File: src/rtl/core_pkg.sv
// Shared RV32I core definitions: data width, instruction field positions
// and the fetch-stage state encoding.
package core_pkg;

    localparam int XLEN = 32;

    localparam int OPCODE_LSB = 0;
    localparam int OPCODE_MSB = 6;
    localparam int FUNCT3_LSB = 12;
    localparam int FUNCT3_MSB = 14;
    localparam int FUNCT7_LSB = 25;
    localparam int FUNCT7_MSB = 31;

    typedef enum logic [1:0] {
        FS_RESET = 2'd0,
        FS_RUN   = 2'd1,
        FS_FAULT = 2'd2
    } fetch_state_e;

endpackage

File: src/rtl/fetch_fifo.sv
// Small synchronous FIFO with flush; push and pop in one cycle are both
// honoured, including push while full when a pop frees the slot.
module fetch_fifo #(
    parameter int  WIDTH = 32,
    parameter int  DEPTH = 2,
    localparam int PTR_W = $clog2(DEPTH),
    localparam int CNT_W = PTR_W + 1
) (
    input  logic             clk,
    input  logic             rst_n,
    input  logic             flush,
    input  logic             push,
    input  logic [WIDTH-1:0] push_data,
    input  logic             pop,
    output logic [WIDTH-1:0] head_data,
    output logic [CNT_W-1:0] count
);

    logic [WIDTH-1:0] mem [DEPTH];
    logic [PTR_W-1:0] wr_ptr;
    logic [PTR_W-1:0] rd_ptr;
    logic             do_push;
    logic             do_pop;

    assign do_pop    = pop && (count != '0);
    assign do_push   = push && ((count != CNT_W'(DEPTH)) || do_pop);
    assign head_data = mem[rd_ptr];

    // Storage is cleared on reset so the head reads as zero out of reset.
    always_ff @(posedge clk) begin
        if (!rst_n) begin
            wr_ptr <= '0;
            rd_ptr <= '0;
            count  <= '0;
            for (int i = 0; i < DEPTH; i++) begin
                mem[i] <= '0;
            end
        end else if (flush) begin
            wr_ptr <= '0;
            rd_ptr <= '0;
            count  <= '0;
        end else begin
            if (do_push) begin
                mem[wr_ptr] <= push_data;
                wr_ptr      <= wr_ptr + 1'b1;
            end
            if (do_pop) begin
                rd_ptr <= rd_ptr + 1'b1;
            end
            count <= count + CNT_W'(do_push) - CNT_W'(do_pop);
        end
    end

endmodule

File: src/rtl/fetch_unit.sv
// RV32I instruction fetch: PC, request issue, in-order instruction buffer and
// redirect squash. FETCH_MISALIGN_TRAP_EN adds the misaligned-redirect FAULT state.
//
// state    | meaning
// FS_RESET | held in reset; no requests, decode idle
// FS_RUN   | normal sequential fetch
// FS_FAULT | misaligned redirect seen; fetch halted until an aligned redirect
module fetch_unit
    import core_pkg::*;
#(
    parameter logic [XLEN-1:0] RESET_PC   = 32'h0000_0000,
    parameter int              FIFO_DEPTH = 2
) (
    input  logic            clk,
    input  logic            rst_n,
    output logic            imem_req_valid,
    input  logic            imem_req_ready,
    output logic [XLEN-1:0] imem_req_addr,
    input  logic            imem_rsp_valid,
    input  logic [XLEN-1:0] imem_rsp_data,
    input  logic            redirect_valid,
    input  logic [XLEN-1:0] redirect_pc,
    output logic            dec_valid,
    input  logic            dec_ready,
    output logic [XLEN-1:0] dec_instr,
    output logic [XLEN-1:0] dec_pc,
    output logic [6:0]      dec_opcode,
    output logic [2:0]      dec_funct3,
    output logic [6:0]      dec_funct7
`ifdef FETCH_MISALIGN_TRAP_EN
    ,
    output logic            misalign_fault
`endif
);

    localparam int             CNT_W   = $clog2(FIFO_DEPTH) + 1;
    localparam logic [CNT_W:0] DEPTH_W = (CNT_W + 1)'(FIFO_DEPTH);

    fetch_state_e      state_q, state_d;
    logic [XLEN-1:0]   fetch_pc_q, fetch_pc_d;
    logic [CNT_W-1:0]  inflight_q, inflight_d;
    logic [CNT_W-1:0]  discard_q, discard_d;
    logic [CNT_W-1:0]  ifq_count, pcq_count;
    logic [2*XLEN-1:0] ifq_head;
    logic [XLEN-1:0]   pcq_head;
    logic [XLEN-1:0]   redirect_target;
    logic [CNT_W:0]    occupancy;
    logic              misaligned;
    logic              dec_pop;
    logic              req_fire;
    logic              rsp_seen;
    logic              rsp_keep;
    logic              pcq_push;

    always_comb begin
`ifdef FETCH_MISALIGN_TRAP_EN
        misaligned      = (redirect_pc[1:0] != 2'b00);
        redirect_target = redirect_pc;
`else
        misaligned      = 1'b0;
        redirect_target = redirect_pc & {{(XLEN-2){1'b1}}, 2'b00};
`endif
        dec_valid = (state_q == FS_RUN) && (ifq_count != '0) && !redirect_valid;
        dec_pop   = dec_valid && dec_ready;

        // A slot freed by this cycle's pop is reusable at once, so a depth-2
        // buffer sustains one instruction per cycle with 1-cycle memory.
        occupancy      = {1'b0, ifq_count} + {1'b0, inflight_q} - {{CNT_W{1'b0}}, dec_pop};
        imem_req_valid = (state_q == FS_RUN) && (occupancy < DEPTH_W);
        req_fire       = imem_req_valid && imem_req_ready;

        rsp_seen = imem_rsp_valid && (inflight_q != '0);
        rsp_keep = rsp_seen && (discard_q == '0) && (pcq_count != '0)
                   && (state_q == FS_RUN) && !redirect_valid;
        pcq_push = req_fire && !redirect_valid;

        inflight_d = inflight_q + CNT_W'(req_fire) - CNT_W'(rsp_seen);

        discard_d = discard_q;
        if (redirect_valid) begin
            discard_d = inflight_d;
        end else if (rsp_seen && (discard_q != '0)) begin
            discard_d = discard_q - 1'b1;
        end

        fetch_pc_d = fetch_pc_q;
        if (redirect_valid) begin
            fetch_pc_d = redirect_target;
        end else if (req_fire) begin
            fetch_pc_d = fetch_pc_q + XLEN'(4);
        end

        state_d = state_q;
        case (state_q)
            FS_RESET: state_d = (redirect_valid && misaligned) ? FS_FAULT : FS_RUN;
            FS_RUN:   if (redirect_valid && misaligned)  state_d = FS_FAULT;
            FS_FAULT: if (redirect_valid && !misaligned) state_d = FS_RUN;
            default:  state_d = FS_RESET;
        endcase
    end

    always_ff @(posedge clk) begin
        if (!rst_n) begin
            state_q    <= FS_RESET;
            fetch_pc_q <= RESET_PC;
            inflight_q <= '0;
            discard_q  <= '0;
        end else begin
            state_q    <= state_d;
            fetch_pc_q <= fetch_pc_d;
            inflight_q <= inflight_d;
            discard_q  <= discard_d;
        end
    end

    fetch_fifo #(
        .WIDTH (2 * XLEN),
        .DEPTH (FIFO_DEPTH)
    ) u_instr_fifo (
        .clk       (clk),
        .rst_n     (rst_n),
        .flush     (redirect_valid),
        .push      (rsp_keep),
        .push_data ({imem_rsp_data, pcq_head}),
        .pop       (dec_pop),
        .head_data (ifq_head),
        .count     (ifq_count)
    );

    // Address of each live request, consumed as its response is buffered.
    fetch_fifo #(
        .WIDTH (XLEN),
        .DEPTH (FIFO_DEPTH)
    ) u_pc_queue (
        .clk       (clk),
        .rst_n     (rst_n),
        .flush     (redirect_valid),
        .push      (pcq_push),
        .push_data (fetch_pc_q),
        .pop       (rsp_keep),
        .head_data (pcq_head),
        .count     (pcq_count)
    );

    assign imem_req_addr = fetch_pc_q;
    assign dec_instr     = ifq_head[2*XLEN-1:XLEN];
    assign dec_pc        = ifq_head[XLEN-1:0];
    assign dec_opcode    = dec_instr[OPCODE_MSB:OPCODE_LSB];
    assign dec_funct3    = dec_instr[FUNCT3_MSB:FUNCT3_LSB];
    assign dec_funct7    = dec_instr[FUNCT7_MSB:FUNCT7_LSB];
`ifdef FETCH_MISALIGN_TRAP_EN
    assign misalign_fault = (state_q == FS_FAULT);
`endif

endmodule

File: config.mk
export PLATFORM = sky130hd
export DESIGN_NAME = fetch_unit
export DESIGN_NICKNAME = d
export VERILOG_FILES = /design/src/rtl/core_pkg.sv /design/src/rtl/fetch_fifo.sv /design/src/rtl/fetch_unit.sv
export SDC_FILE = /design/constraint.sdc
export NUM_CORES = 1
export LEC_CHECK = 0
export ABC_AREA = 1
export BUFFER_PORTS_ARGS = -buffer_cell sky130_fd_sc_hd__buf_2
export CAP_MARGIN = 20
export CORE_MARGIN = 8
export CORE_UTILIZATION = 53
export DETAILED_ROUTE_END_ITERATION = 10
export PLACE_DENSITY = 0.76
export SETUP_SLACK_MARGIN = 0.3
export SYNTH_ARGS = -nofsm -noshare
export SYNTH_HDL_FRONTEND = slang
export SYNTH_SLANG_ARGS = --single-unit
File: constraint.sdc
create_clock -name clk -period 8.56 [get_ports clk]
set_clock_uncertainty 0.05 [all_clocks]
set_input_delay 2.568 -clock clk [delete_from_list [all_inputs] [get_ports clk]]
set_output_delay 2.568 -clock clk [all_outputs]
set_load 0.03 [all_outputs]
# Word level (Yosys, flattened, before mapping)

Memory sizes are Yosys's and may differ from the RTL's. A register that Yosys moved wholly into a read port is not among the register bits.
Cells that the tools add are included.

Bits in registers: 46
Memory bits (writable): 192
Bits of input ports: 70
Output and inout bits: 115
Logic and storage cells: 91
Memories kept: 2

Memory list:

| memory           | words | width | read ports | clocked after memory_dff | write ports | RTL line         | text |
|---|---|---|---|---|---|---|---|
| u_instr_fifo.mem | 2     | 64    | 1          | 1                        | 2           | fetch_fifo.sv:19 | `logic [WIDTH-1:0] mem [DEPTH];` |
| u_pc_queue.mem   | 2     | 32    | 1          | 1                        | 2           | fetch_fifo.sv:19 |  |

$add $sub $neg: 14
Magnitude comparators: 1
Equality and inequality tests: 5
Muxes and demuxes: 25
Bitwise logic cells: 2
Reductions and logical operators: 31

Operators with widths:

| cell                    | count |
|---|---|
| $mux W32                | 3 |
| $mux W64                | 1 |
| $reduce_or A64 Y1       | 1 |
| $add A32 B3 Y32 const B | 1 |
| $reduce_or A32 Y1       | 1 |
| $mux W1                 | 17 |
| $logic_and A1 B1 Y1     | 16 |
| $reduce_bool A2 Y1      | 6 |
| $add A2 B1 Y2           | 3 |
| $mux W2                 | 3 |
| $ne A2 B2 Y1 const B    | 3 |
| $pmux W2 S3             | 1 |
| $sub A2 B1 Y2           | 3 |
| $add A1 B1 Y1 const B   | 4 |
| $logic_not A2 Y1        | 2 |
| $add A2 B2 Y3           | 1 |
| $lt A3 B2 Y1 const B    | 1 |
| $sub A3 B1 Y3           | 1 |
| $eq A2 B1 Y1 const B    | 1 |
| $eq A2 B2 Y1 const B    | 1 |
| $logic_or A1 B1 Y1      | 2 |
| $not A1 Y1              | 2 |
| $reduce_and A2 Y1       | 1 |
| $reduce_or A2 Y1        | 1 |
| other kinds (2)         | 2 |

# Depth between registers and ports, before layout

Gate-level depths: netlist (run 1).

Word-level depth: 16
Gate-level depth with buffers: 19
Gate-level depth less buffers: 18

# Hierarchy

A second synthesis (run 1) with hierarchy kept.

Cells, all modules: 1,173
Area, all modules: 11,918.9 um^2

Modules (own cells, without submodules):

| module                     | instances | cells each | area an instance (um^2) | sequential area each (um^2) |
|---|---|---|---|---|
| fetch_fifo at u_instr_fifo | 1         | 448        | 5,903.2                 | 3,943.8 |
| fetch_fifo at u_pc_queue   | 1         | 245        | 3,150.5                 | 2,021.9 |
| fetch_unit                 | 1         | 480        | 2,865.2                 | 700.7 |

# Worst setup path before layout (run 1)

OpenSTA, ideal clock, no wires.

Path type: input-to-output
Start: input port redirect_valid
End: output port imem_req_valid
Data arrival time: 4.278 ns
Data required time: 5.942 ns
Slack: 1.664 ns
Stages on the path: 10
Path buffers: 1
Cell sequence: buf_6 -> nor2_4 -> nand3_4 -> inv_1 -> ha_1 -> inv_1 -> nand2_1 -> fa_1 -> nand2_1 -> nor3b_4

Longest elaborated chain between the ends: 6

RTL lines:

| what                | RTL line         | text |
|---|---|---|
| from (decl)         | fetch_unit.sv:21 | `input logic redirect_valid,` |
| $logic_not A1 Y1    | fetch_unit.sv:63 | `dec_valid = (state_q == FS_RUN) && (ifq_count != '0) && !redirect_valid;` |
| $logic_and A1 B1 Y1 | fetch_unit.sv:63 |  |
| $logic_and A1 B1 Y1 | fetch_unit.sv:64 | `dec_pop = dec_valid && dec_ready;` |
| $sub A3 B1 Y3       | fetch_unit.sv:68 | `occupancy = {1'b0, ifq_count} + {1'b0, inflight_q} - {{CNT_W{1'b0}}, dec_pop};` |
| $lt A3 B2 Y1        | fetch_unit.sv:69 | `imem_req_valid = (state_q == FS_RUN) && (occupancy < DEPTH_W);` |
| $logic_and A1 B1 Y1 | fetch_unit.sv:69 |  |
| to (decl)           | fetch_unit.sv:16 | `output logic imem_req_valid,` |

No other way between the ends.

# Worst setup path in the final report (run 1)

Ends and elaborated chain as after synthesis.

==> results of run 1 <==
-- flip-flops by register name (all words and copies together) (netlist names), named ones only --
signal and count:
imem_req_addr 30, u_instr_fifo.wr_ptr 1, u_instr_fifo.mem 124, u_instr_fifo.rd_ptr 1, u_pc_queue.rd_ptr 1, u_pc_queue.count 2, discard_q 2, state_q 1
inflight_q 2, u_instr_fifo.count 2, u_pc_queue.mem 60, u_pc_queue.wr_ptr 1
-- cell families after synthesis --
kind of cell | after synthesis | share of synthesized area (%)
adder cells (fa/ha/maj) | 11 | 1.33
flip-flops | 229 | 58.7
buffers and inverters | 180 | 7.82
AND/OR/NAND/NOR | 504 | 19.3
AO/OA/AOI/OAI | 44 | 2.19
other | 1 | 0.0343
multiplexers | 92 | 9.12
XOR/XNOR | 19 | 1.52
-- cell type report --
cell class              count  area share, %
multi-input cells         674           29.3
clock inverters            15          0.935
inverters                 113           3.37
repair buffers            187           7.62
well taps                 270           2.68
clock buffers              28           5.06
flip-flops and latches    229           51.1
-- worst min-delay path by stage --
| stage | to | slack [ns] | depth (start not counted) |
|---|---|---|---|
| global route | u_pc_queue.rd_ptr | 0.48 | 2 |
| global placement | u_pc_queue.count[1] | 0.43 | 2 |
| detailed placement | u_pc_queue.count[1] | 0.44 | 2 |
| CTS | u_pc_queue.count[1] | 0.46 | 2 |
| finish | flip-flop | 0.46 | 2 |
| floorplan | u_pc_queue.count[1] | 0.41 | 2 |
-- cells in the final DEF, fill, tap and decap left out, drive strengths merged, types with 30 or more instances in the layout --
cell	n
nand2	190
mux2i	30
nor2	259
edfxtp	184
a21oi	31
buf	187
mux2	62
inv	112
nand3	48
dfxtp	45
-- power by group --
group	switching (uW)	internal, uW	total, uW
Combinational	187	80.3	267
Clock	401	588	990
Sequential	31.2	1250	1280
Total	619	1920	2540
-- tightest hold or removal path, delay by kind of cell, from the launching register on --
kind,cells,cell delay (ns)
XOR/XNOR,1,0.08
AND/OR/NAND/NOR,1,0.07
flip-flops,1,0.33
-- layer usage --
layer	part of all wire, %	GRT usage (%)	up-vias	wire length [um]
li1	-	-	3790	-
met1	45	23.7	3446	10400
met2	45	29.1	294	10400
met3	8.8	4.27	26	2040
met4	1.8	4.46	0	420
met5	0	0	-	0
-- stage by stage --
stage | util, % | power (uW) | instances | worst slack (ns)
global placement | 58.5 | 1570 | 1473 | 1.53
detailed placement | 58.5 | 1580 | 1473 | 1.50
CTS | 62.2 | 2560 | 1516 | 1.49
global route | 62.2 | 2640 | 1516 | 1.38
floorplan | - | 1500 | 1083 | 1.66
finish | 62.2 | 2540 | 1516 | 1.52
==> flow_metrics.py, run 1 <==
metrics = {
    "drt": {
        "wl_per_cell_um": 15.4,
        "vias": 7556,
        "first_pass_iters": 5,
        "ant_nets": 0,
        "wirelength_um": 23300,
        "drt_iter0_markers": 502,
        "remaining_drc_errors": 0,
        "viasPerCell": 4.98,
    },
    "worst_setup_path": {
        "worstPathRequired_ns": 5.94,
        "r2r_slack_ns": 3.97,
        "crit_path_end_kind": "output port",
        "worstPathMaxFanout": 4,
        "path_depth": 11,
        "regToRegStartpoint": "u_instr_fifo.count[0]",
        "cp_num_buf_inv": 4,
        "critical_path_class": "input pin to output port",
        "worstReg2RegEnd": "u_pc_queue.mem[1][15]",
        "crit_slowest_cell": "fa_1",
        "crit_path_max_incr_delay_ns": 0.48,
        "critPathLaunch": "redirect_valid",
        "path_delay_family": "adder cells",
        "ff2ff_path_depth": 17,
        "critPathArrivalTime_ns": 4.42,
        "cp-start-kind": "input pin",
        "crit_end": "imem_req_valid",
        "path_cells": "buf_2 > nor2_4 > nand3_4 > inv_1 > ha_1 > inv_1 > nand2_1 > fa_1 > nand2_1 > nor3b_4 > buf_2",
    },
    "die": {
        "die_h_um": 160,
        "ios": 185,
        "start_util_pct": 54.1,
        "fp.dieW_um": 160,
        "rows": 52,
        "core_area_sq_mm": 0.0202,
        "die_area_sq_mm": 0.0255,
    },
    "synthesis": {
        "ys.flop_type": "edfxtp_1",
        "yosysTopAreaCell": "edfxtp_1",
        "synth_area_sq_mm": 0.0109,
        "yosysWarnings": 0,
        "synth_edf_count": 184,
        "seq_area_frac_synth_pct": 58.7,
        "syn-instance-count": 1080,
        "synth_common_cells": "nor2_1 (236), nand2_1 (186), edfxtp_1 (184), inv_1 (110), mux2_2 (62)",
        "synth_seq_cells": 229,
        "yosysUniqueCellTypes": 35,
        "avgSynthCellArea_sq_um": 10.1,
        "post-synth-top-area-fraction_pct": 50.5,
        "synth_top_cells_by_area": "edfxtp_1 (50%), dfxtp_1 (8.2%), nor2_1 (8.1%)",
        "ys_async_sr_fraction_pct": 0,
        "yosysMostFrequentCell": "nor2_1",
    },
    "clock_network": {
        "root_buffer": "clkbuf_16",
        "post-cts-setup-buffer-count": 0,
        "clock_latency_ns": 0.50,
        "h-tree-depth": 1,
        "path_clk_slew_ns": 0.06,
        "cts_tree": "done",
        "cts_buffers": 24,
        "clock-sinks": 229,
        "ctsResizeCount": 0,
        "ctsHoldBuffers": 0,
        "max-clock-path-buffers": 3,
    },
    "timing": {
        "setup_tns_ns": 0,
        "period_needed_ns": 7.04,
        "fin_crit_sh_pct": 82.3,
        "setup_viol": 0,
        "hold_ws_ns": 0.462,
        "slew_headroom_pct": 31.5,
        "worst_slew_pin_slew_ns": 1.03,
        "maxSlewViolCount": 0,
        "fmax_mhz": 142,
        "rsz0062_at_grt": "false",
        "hold_violations": 0,
    },
    "global_route": {
        "overflow": 0,
        "grt_usage_pct": 17.9,
        "grt_pass1_vias": 7608,
        "grt_pass1_wl_um": 37900,
        "antenna_found_initial": 0,
        "grt_max_degree": 64,
    },
    "worst_hold_path": {
        "worstHoldStart": "u_pc_queue.rd_ptr",
        "hold_path_class": "flip-flop to flip-flop",
    },
    "placed_design": {
        "gp_congestion": 0.889,
        "placed_area_sq_mm": 0.0118,
        "portBuffers": 178,
        "dp_hpwl_um": 15600,
    },
    "power_and_ir_drop": {
        "p_leak_uw": 0.00531,
        "power_density_mw_per_mm2": 202,
        "irDropWorstVdd_mv": 0.140,
    },
    "final_layout": {
        "area_growth_pct": 14.9,
        "seq_area_sq_mm": 0.00643,
        "fill_cells": 1691,
        "n_antenna_cell": 0,
        "fin_area_sq_mm": 0.0126,
        "layout.nets": 1310,
        "multi_input_area_sq_mm": 0.00368,
        "layout-drive-gt1-share_pct": 25.8,
    },
    "run": {
        "max_cap_viol_count": 0,
    },
    "outcome": {
        "status": "finished, final reports clean",
    },
}
No activity file was read; power rests on OpenSTA's default activity.
==> run 2: changes to the inputs <==
--- a/config.mk
+++ b/config.mk
@@ -9,7 +9,7 @@
 export BUFFER_PORTS_ARGS = -buffer_cell sky130_fd_sc_hd__buf_2
 export CAP_MARGIN = 20
 export CORE_MARGIN = 8
-export CORE_UTILIZATION = 53
+export CORE_UTILIZATION = 51
 export DETAILED_ROUTE_END_ITERATION = 10
 export PLACE_DENSITY = 0.76
 export SETUP_SLACK_MARGIN = 0.3
==> constraint.sdc (replaced) <==
create_clock -name clk -period 5.67 [get_ports clk]
set_clock_uncertainty 0.05 [all_clocks]
set_input_delay 1.701 -clock clk [delete_from_list [all_inputs] [get_ports clk]]
set_output_delay 1.701 -clock clk [all_outputs]
set_load 0.03 [all_outputs]
==> run 2 against run 1 <==
Net effect:
- final area rose by 0.93%
- critical path depth stayed put
- hold slack lost 0.0090 ns
- power rose by 53%
- combinational power increased by 55%
- routed wire length grew 2.0%
- critical endpoint unchanged
- largest cell class unchanged
- sequential share of layout area shrank 0.47 points
- count of clock-buffer cells in the layout up 7
==> flow_metrics.py, run 2 (synthesis gave the netlist of run 1 again) <==
metrics = {
    "timing": {
        "slew_headroom_pct": 40.3,
        "rsz0062_at_grt": "false",
        "hold_violations": 0,
        "fin_crit_sh_pct": 93.0,
        "worst_slew_pin_slew_ns": 0.895,
        "fmax_mhz": 190,
        "setup_viol": 0,
        "period_needed_ns": 5.27,
        "setup_tns_ns": 0,
        "maxSlewViolCount": 0,
    },
    "clock_network": {
        "ctsHoldBuffers": 0,
        "root_buffer": "clkbuf_16",
        "cts_buffers": 25,
        "ctsResizeCount": 0,
        "h-tree-depth": 1,
        "clock_latency_ns": 0.51,
        "clock-sinks": 229,
        "max-clock-path-buffers": 3,
        "cts_tree": "done",
        "path_clk_slew_ns": 0.06,
        "post-cts-setup-buffer-count": 0,
    },
    "worst_setup_path": {
        "critPathArrivalTime_ns": 3.52,
        "critical_path_class": "input pin to output port",
        "path_depth": 11,
        "regToRegStartpoint": "u_instr_fifo.count[1]",
        "r2r_slack_ns": 2.16,
        "worstPathMaxFanout": 4,
        "crit_path_max_incr_delay_ns": 0.48,
        "path_cells": "buf_2 > nor2_4 > nand3_4 > inv_1 > ha_1 > inv_1 > nand2_1 > fa_1 > nand2_1 > nor3b_4 > buf_4",
        "crit_end": "imem_req_valid",
        "worstReg2RegEnd": "discard_q[1]",
        "path_delay_family": "adder cells",
        "crit_path_end_kind": "output port",
        "ff2ff_path_depth": 18,
        "critPathLaunch": "redirect_valid",
        "cp_num_buf_inv": 4,
        "crit_slowest_cell": "fa_1",
        "worstPathRequired_ns": 3.92,
        "cp-start-kind": "input pin",
    },
    "die": {
        "die_h_um": 163,
        "fp.dieW_um": 163,
        "core_area_sq_mm": 0.0210,
        "die_area_sq_mm": 0.0264,
        "rows": 53,
        "ios": 185,
        "start_util_pct": 52.1,
    },
    "global_route": {
        "grt_max_degree": 63,
        "grt_usage_pct": 17.6,
        "grt_pass1_vias": 7612,
        "overflow": 0,
        "antenna_found_initial": 0,
        "grt_pass1_wl_um": 38100,
    },
    "drt": {
        "drt_iter0_markers": 442,
        "wirelength_um": 23700,
        "wl_per_cell_um": 15.5,
        "ant_nets": 0,
        "first_pass_iters": 5,
        "vias": 7567,
        "viasPerCell": 4.96,
        "remaining_drc_errors": 0,
    },
    "worst_hold_path": {
        "hold_path_class": "flip-flop to flip-flop",
        "hold_path_depth": 2,
    },
    "placed_design": {
        "portBuffers": 178,
        "dp_hpwl_um": 16100,
        "gp_congestion": 0.857,
    },
    "final_layout": {
        "final_common_cell": "nor2_1",
        "fill_cells": 1774,
        "n_antenna_cell": 0,
        "area_growth_pct": 16.0,
        "seq_area_sq_mm": 0.00643,
        "final_util_pct": 60.4,
        "layout_common_cells": "nor2_1 (236), nand2_1 (184), edfxtp_1 (184), buf_2 (177), inv_1 (110)",
        "layout-drive-gt1-share_pct": 26.1,
        "multi_input_area_sq_mm": 0.00368,
        "largest_register_ffs": 124,
        "layout.nets": 1316,
        "top_register": "u_instr_fifo.mem",
    },
    "outcome": {
        "status": "finished, final reports clean",
    },
    "power_and_ir_drop": {
        "p_leak_uw": 0.00536,
        "power_density_mw_per_mm2": 305,
        "irDropWorstVdd_mv": 0.195,
    },
    "run": {
        "max_cap_viol_count": 0,
    },
}
[run 2: worst min path at each step]
stage / to / startpoint / slack [ns]
5_1_grt: u_pc_queue.count[1] / u_pc_queue.count[1] / 0.46
2_1_floorplan: u_pc_queue.count[1] / u_pc_queue.count[1] / 0.41
6_report: u_pc_queue.count[1] / u_pc_queue.count[1] / 0.45
3_5_place_dp: u_pc_queue.count[1] / u_pc_queue.count[1] / 0.44
4_1_cts: u_pc_queue.count[1] / u_pc_queue.count[1] / 0.45
3_3_place_gp: u_pc_queue.count[1] / u_pc_queue.count[1] / 0.43
[run 2: layer usage]
| layer | GRT usage [%] | share of wire (%) |
|---|---|---|
| met2 | 28.6 | 44 |
| met4 | 4.08 | 1.4 |
| met5 | 0 | 0 |
| met3 | 3.79 | 7.9 |
| met1 | 23.7 | 46 |
[run 2: layout make-up]
type / count / share of cell area, %
well taps: 275 / 2.71
clock buffers: 35 / 5.30
flip-flops and latches: 229 / 50.6
inverters: 113 / 3.34
clock inverters: 9 / 0.749
multi-input cells: 674 / 29.0
repair buffers: 192 / 8.31
[run 2: per-stage QoR]
stage	cells	total power, uW	hold slack [ns]	cell area (sq um)	setup slack [ns]
2_1_floorplan	1083	2260	0.415	11000	0.445
3_3_place_gp	1481	2370	0.429	11900	0.385
3_5_place_dp	1481	2380	0.441	11900	0.347
4_1_cts	1525	3910	0.449	12700	0.343
5_1_grt	1527	4030	0.465	12700	0.310
6_report	1527	3880	0.453	12700	0.395
[run 2: worst register-to-register path, stage by stage (launching register included)]
cell,delay [ns]
dfxtp_1,0.43
inv_2,0.07
nand2_2,0.09
nand3_4,0.10
inv_1,0.08
ha_1,0.21
inv_1,0.06
nand2_1,0.06
fa_1,0.48
nand2_1,0.09
nor3b_4,0.25
nand2_4,0.24
ha_1,0.36
inv_1,0.04
ha_1,0.18
xor2_1,0.15
xor2_1,0.16
o21ai_0,0.20
a21oi_1,0.06
[run 2: power breakdown]
group / total [uW] / switching (uW) / internal, uW
logic: 413 / 285 / 128
registers: 1940 / 46.9 / 1890
clock network: 1530 / 614 / 914
total: 3880 / 947 / 2930
==> run 3: changes to the inputs <==
--- a/config.mk
+++ b/config.mk
@@ -8,10 +8,10 @@
 export ABC_AREA = 1
 export BUFFER_PORTS_ARGS = -buffer_cell sky130_fd_sc_hd__buf_2
 export CAP_MARGIN = 20
-export CORE_MARGIN = 8
+export CORE_MARGIN = 5
 export CORE_UTILIZATION = 51
 export DETAILED_ROUTE_END_ITERATION = 10
-export PLACE_DENSITY = 0.76
+export PLACE_DENSITY_LB_ADDON = 0.2
 export SETUP_SLACK_MARGIN = 0.3
 export SYNTH_ARGS = -nofsm -noshare
 export SYNTH_HDL_FRONTEND = slang
==> run 3 against run 2 <==
Net effect:
- global-route usage is 1.4 points higher
- hold slack better by 0.0021 ns
- setup slack better by 0.026 ns
==> flow_metrics.py, run 3 (synthesis gave the netlist of run 1 again) <==
metrics = {
    "drt": {
        "ant_nets": 0,
        "remaining_drc_errors": 0,
        "wirelength_um": 23300,
        "vias": 7576,
        "wl_per_cell_um": 15.3,
        "drt_iter0_markers": 363,
        "first_pass_iters": 5,
        "viasPerCell": 4.97,
    },
    "timing": {
        "setup_viol": 0,
        "rsz0062_at_grt": "false",
        "fmax_mhz": 191,
        "slew_headroom_pct": 31.9,
        "fin_crit_sh_pct": 92.6,
        "worst_slew_pin_slew_ns": 1.02,
        "setup_tns_ns": 0,
        "hold_ws_ns": 0.455,
        "setup_ws_ns": 0.421,
        "hold_violations": 0,
        "maxSlewViolCount": 0,
        "period_needed_ns": 5.25,
    },
    "power_and_ir_drop": {
        "clockPowerShare_pct": 39.8,
        "seq_power_share_pct": 49.7,
        "p_int_uw": 2950,
        "p_leak_uw": 0.00534,
        "irDropWorstVdd_mv": 0.189,
        "p_sw_uw": 947,
        "power_density_mw_per_mm2": 308,
        "combinationalPowerShare_pct": 10.5,
        "switching_share_pct": 24.3,
    },
    "die": {
        "core_area_sq_mm": 0.0211,
        "rows": 53,
        "die_area_sq_mm": 0.0245,
        "ios": 185,
        "start_util_pct": 51.9,
        "die_h_um": 157,
        "fp.dieW_um": 157,
    },
    "clock_network": {
        "ctsHoldBuffers": 0,
        "max-clock-path-buffers": 3,
        "cts_tree": "done",
        "path_clk_slew_ns": 0.06,
        "post-cts-setup-buffer-count": 0,
        "clock-sinks": 229,
        "cts_buffers": 24,
        "root_buffer": "clkbuf_16",
        "h-tree-depth": 1,
        "clock_latency_ns": 0.51,
    },
    "final_layout": {
        "final_util_pct": 60.0,
        "fin_area_sq_mm": 0.0127,
        "area_growth_pct": 15.6,
        "fill_cells": 1789,
        "top_register": "u_instr_fifo.mem",
        "layout.nets": 1313,
        "final_common_cell": "nor2_1",
        "largest_register_ffs": 124,
        "layout_common_cells": "nor2_1 (236), nand2_1 (184), edfxtp_1 (184), buf_2 (177), inv_1 (110)",
        "layout-drive-gt1-share_pct": 26.0,
        "n_antenna_cell": 0,
    },
    "worst_setup_path": {
        "crit_path_max_incr_delay_ns": 0.47,
        "crit_path_end_kind": "output port",
        "path_cells": "buf_2 > nor2_4 > nand3_4 > inv_1 > ha_1 > inv_1 > nand2_1 > fa_1 > nand2_1 > nor3b_4 > buf_4",
        "worstPathMaxFanout": 4,
        "worstPathRequired_ns": 3.92,
        "crit_slowest_cell": "fa_1",
        "cp-start-kind": "input pin",
        "critical_path_class": "input pin to output port",
        "critPathArrivalTime_ns": 3.50,
    },
    "global_route": {
        "use_met2_pct": 31.9,
        "met3_usage_pct": 3.10,
        "grt_pass1_wl_um": 37500,
        "antenna_found_initial": 0,
        "grt_usage_pct": 19.0,
        "overflow": 0,
        "grt_use_met1_pct": 25.9,
        "grt_pass1_vias": 7586,
        "grt_max_degree": 63,
        "busiest_layer": "met2",
    },
    "worst_hold_path": {
        "hold_path_class": "flip-flop to flip-flop",
    },
    "placed_design": {
        "placed_area_sq_mm": 0.0119,
        "portBuffers": 178,
        "gp_congestion": 0.961,
        "dp_slack_ns": 0.380,
        "dp_hpwl_um": 15600,
    },
    "run": {
        "max_cap_viol_count": 0,
    },
    "outcome": {
        "status": "finished, final reports clean",
    },
}
-- run 3: per-layer routing --
layer | wire length [um] | share of wire [%]
met1 | 10600 | 45
met2 | 10500 | 45
met3 | 1750 | 7.5
met4 | 442 | 1.9
met5 | 0 | 0
-- run 3: per-stage QoR --
step | total power, uW | instances
2_1_floorplan | 2260 | 1083
4_1_cts | 3930 | 1524
3_3_place_gp | 2370 | 1481
5_1_grt | 4050 | 1524
3_5_place_dp | 2380 | 1481
6_report | 3900 | 1524
-- run 3: critical path, delay by kind of cell --
| family | cells | cell delay, ns |
|---|---|---|
| adder cells (fa/ha/maj) | 2 | 0.68 |
| AND/OR/NAND/NOR | 5 | 0.65 |
| buffers and inverters | 4 | 0.44 |
-- run 3: final cells by class --
class                           instances  area (sq um)  share of cell area [%]
Sequential cell                       229          6430                    50.8
Multi-Input combinational cell        674          3680                    29.1
Timing Repair Buffer                  190           996                    7.87
Clock buffer                           28           637                    5.03
Inverter                              113           424                    3.35
Tap cell                              275           344                    2.72
Clock inverter                         15           141                    1.12
-- run 3: final timing paths --
path	startpoint	endpoint	slack [ns]	cells past startpoint
worst min-delay path	u_pc_queue.count[1]	u_pc_queue.count[1]	0.46	2
worst max-delay path	redirect_valid	imem_req_valid	0.42	11
worst min register to register	u_pc_queue.count[1]	u_pc_queue.count[1]	0.46	2
worst max register to register	u_instr_fifo.count[0]	discard_q[1]	2.23	18
-- run 3: timing repair --
action | 4_1_cts | 5_1_grt
gates resized for setup | 0 | 2
endpoints found under the setup margin | 0 | 1
endpoints found under the hold margin | 0 | 0
-- run 3: power by group through the flow --
stage | sequential (uW) | clock [uW] | combinational, uW
final | 1940 | 1550 | 408
after global routing | 1950 | 1650 | 456
after CTS | 1940 | 1580 | 411
after detailed placement | 1970 | 0 | 409
after global placement | 1970 | 0 | 403
after floorplan | 1990 | 0 | 270
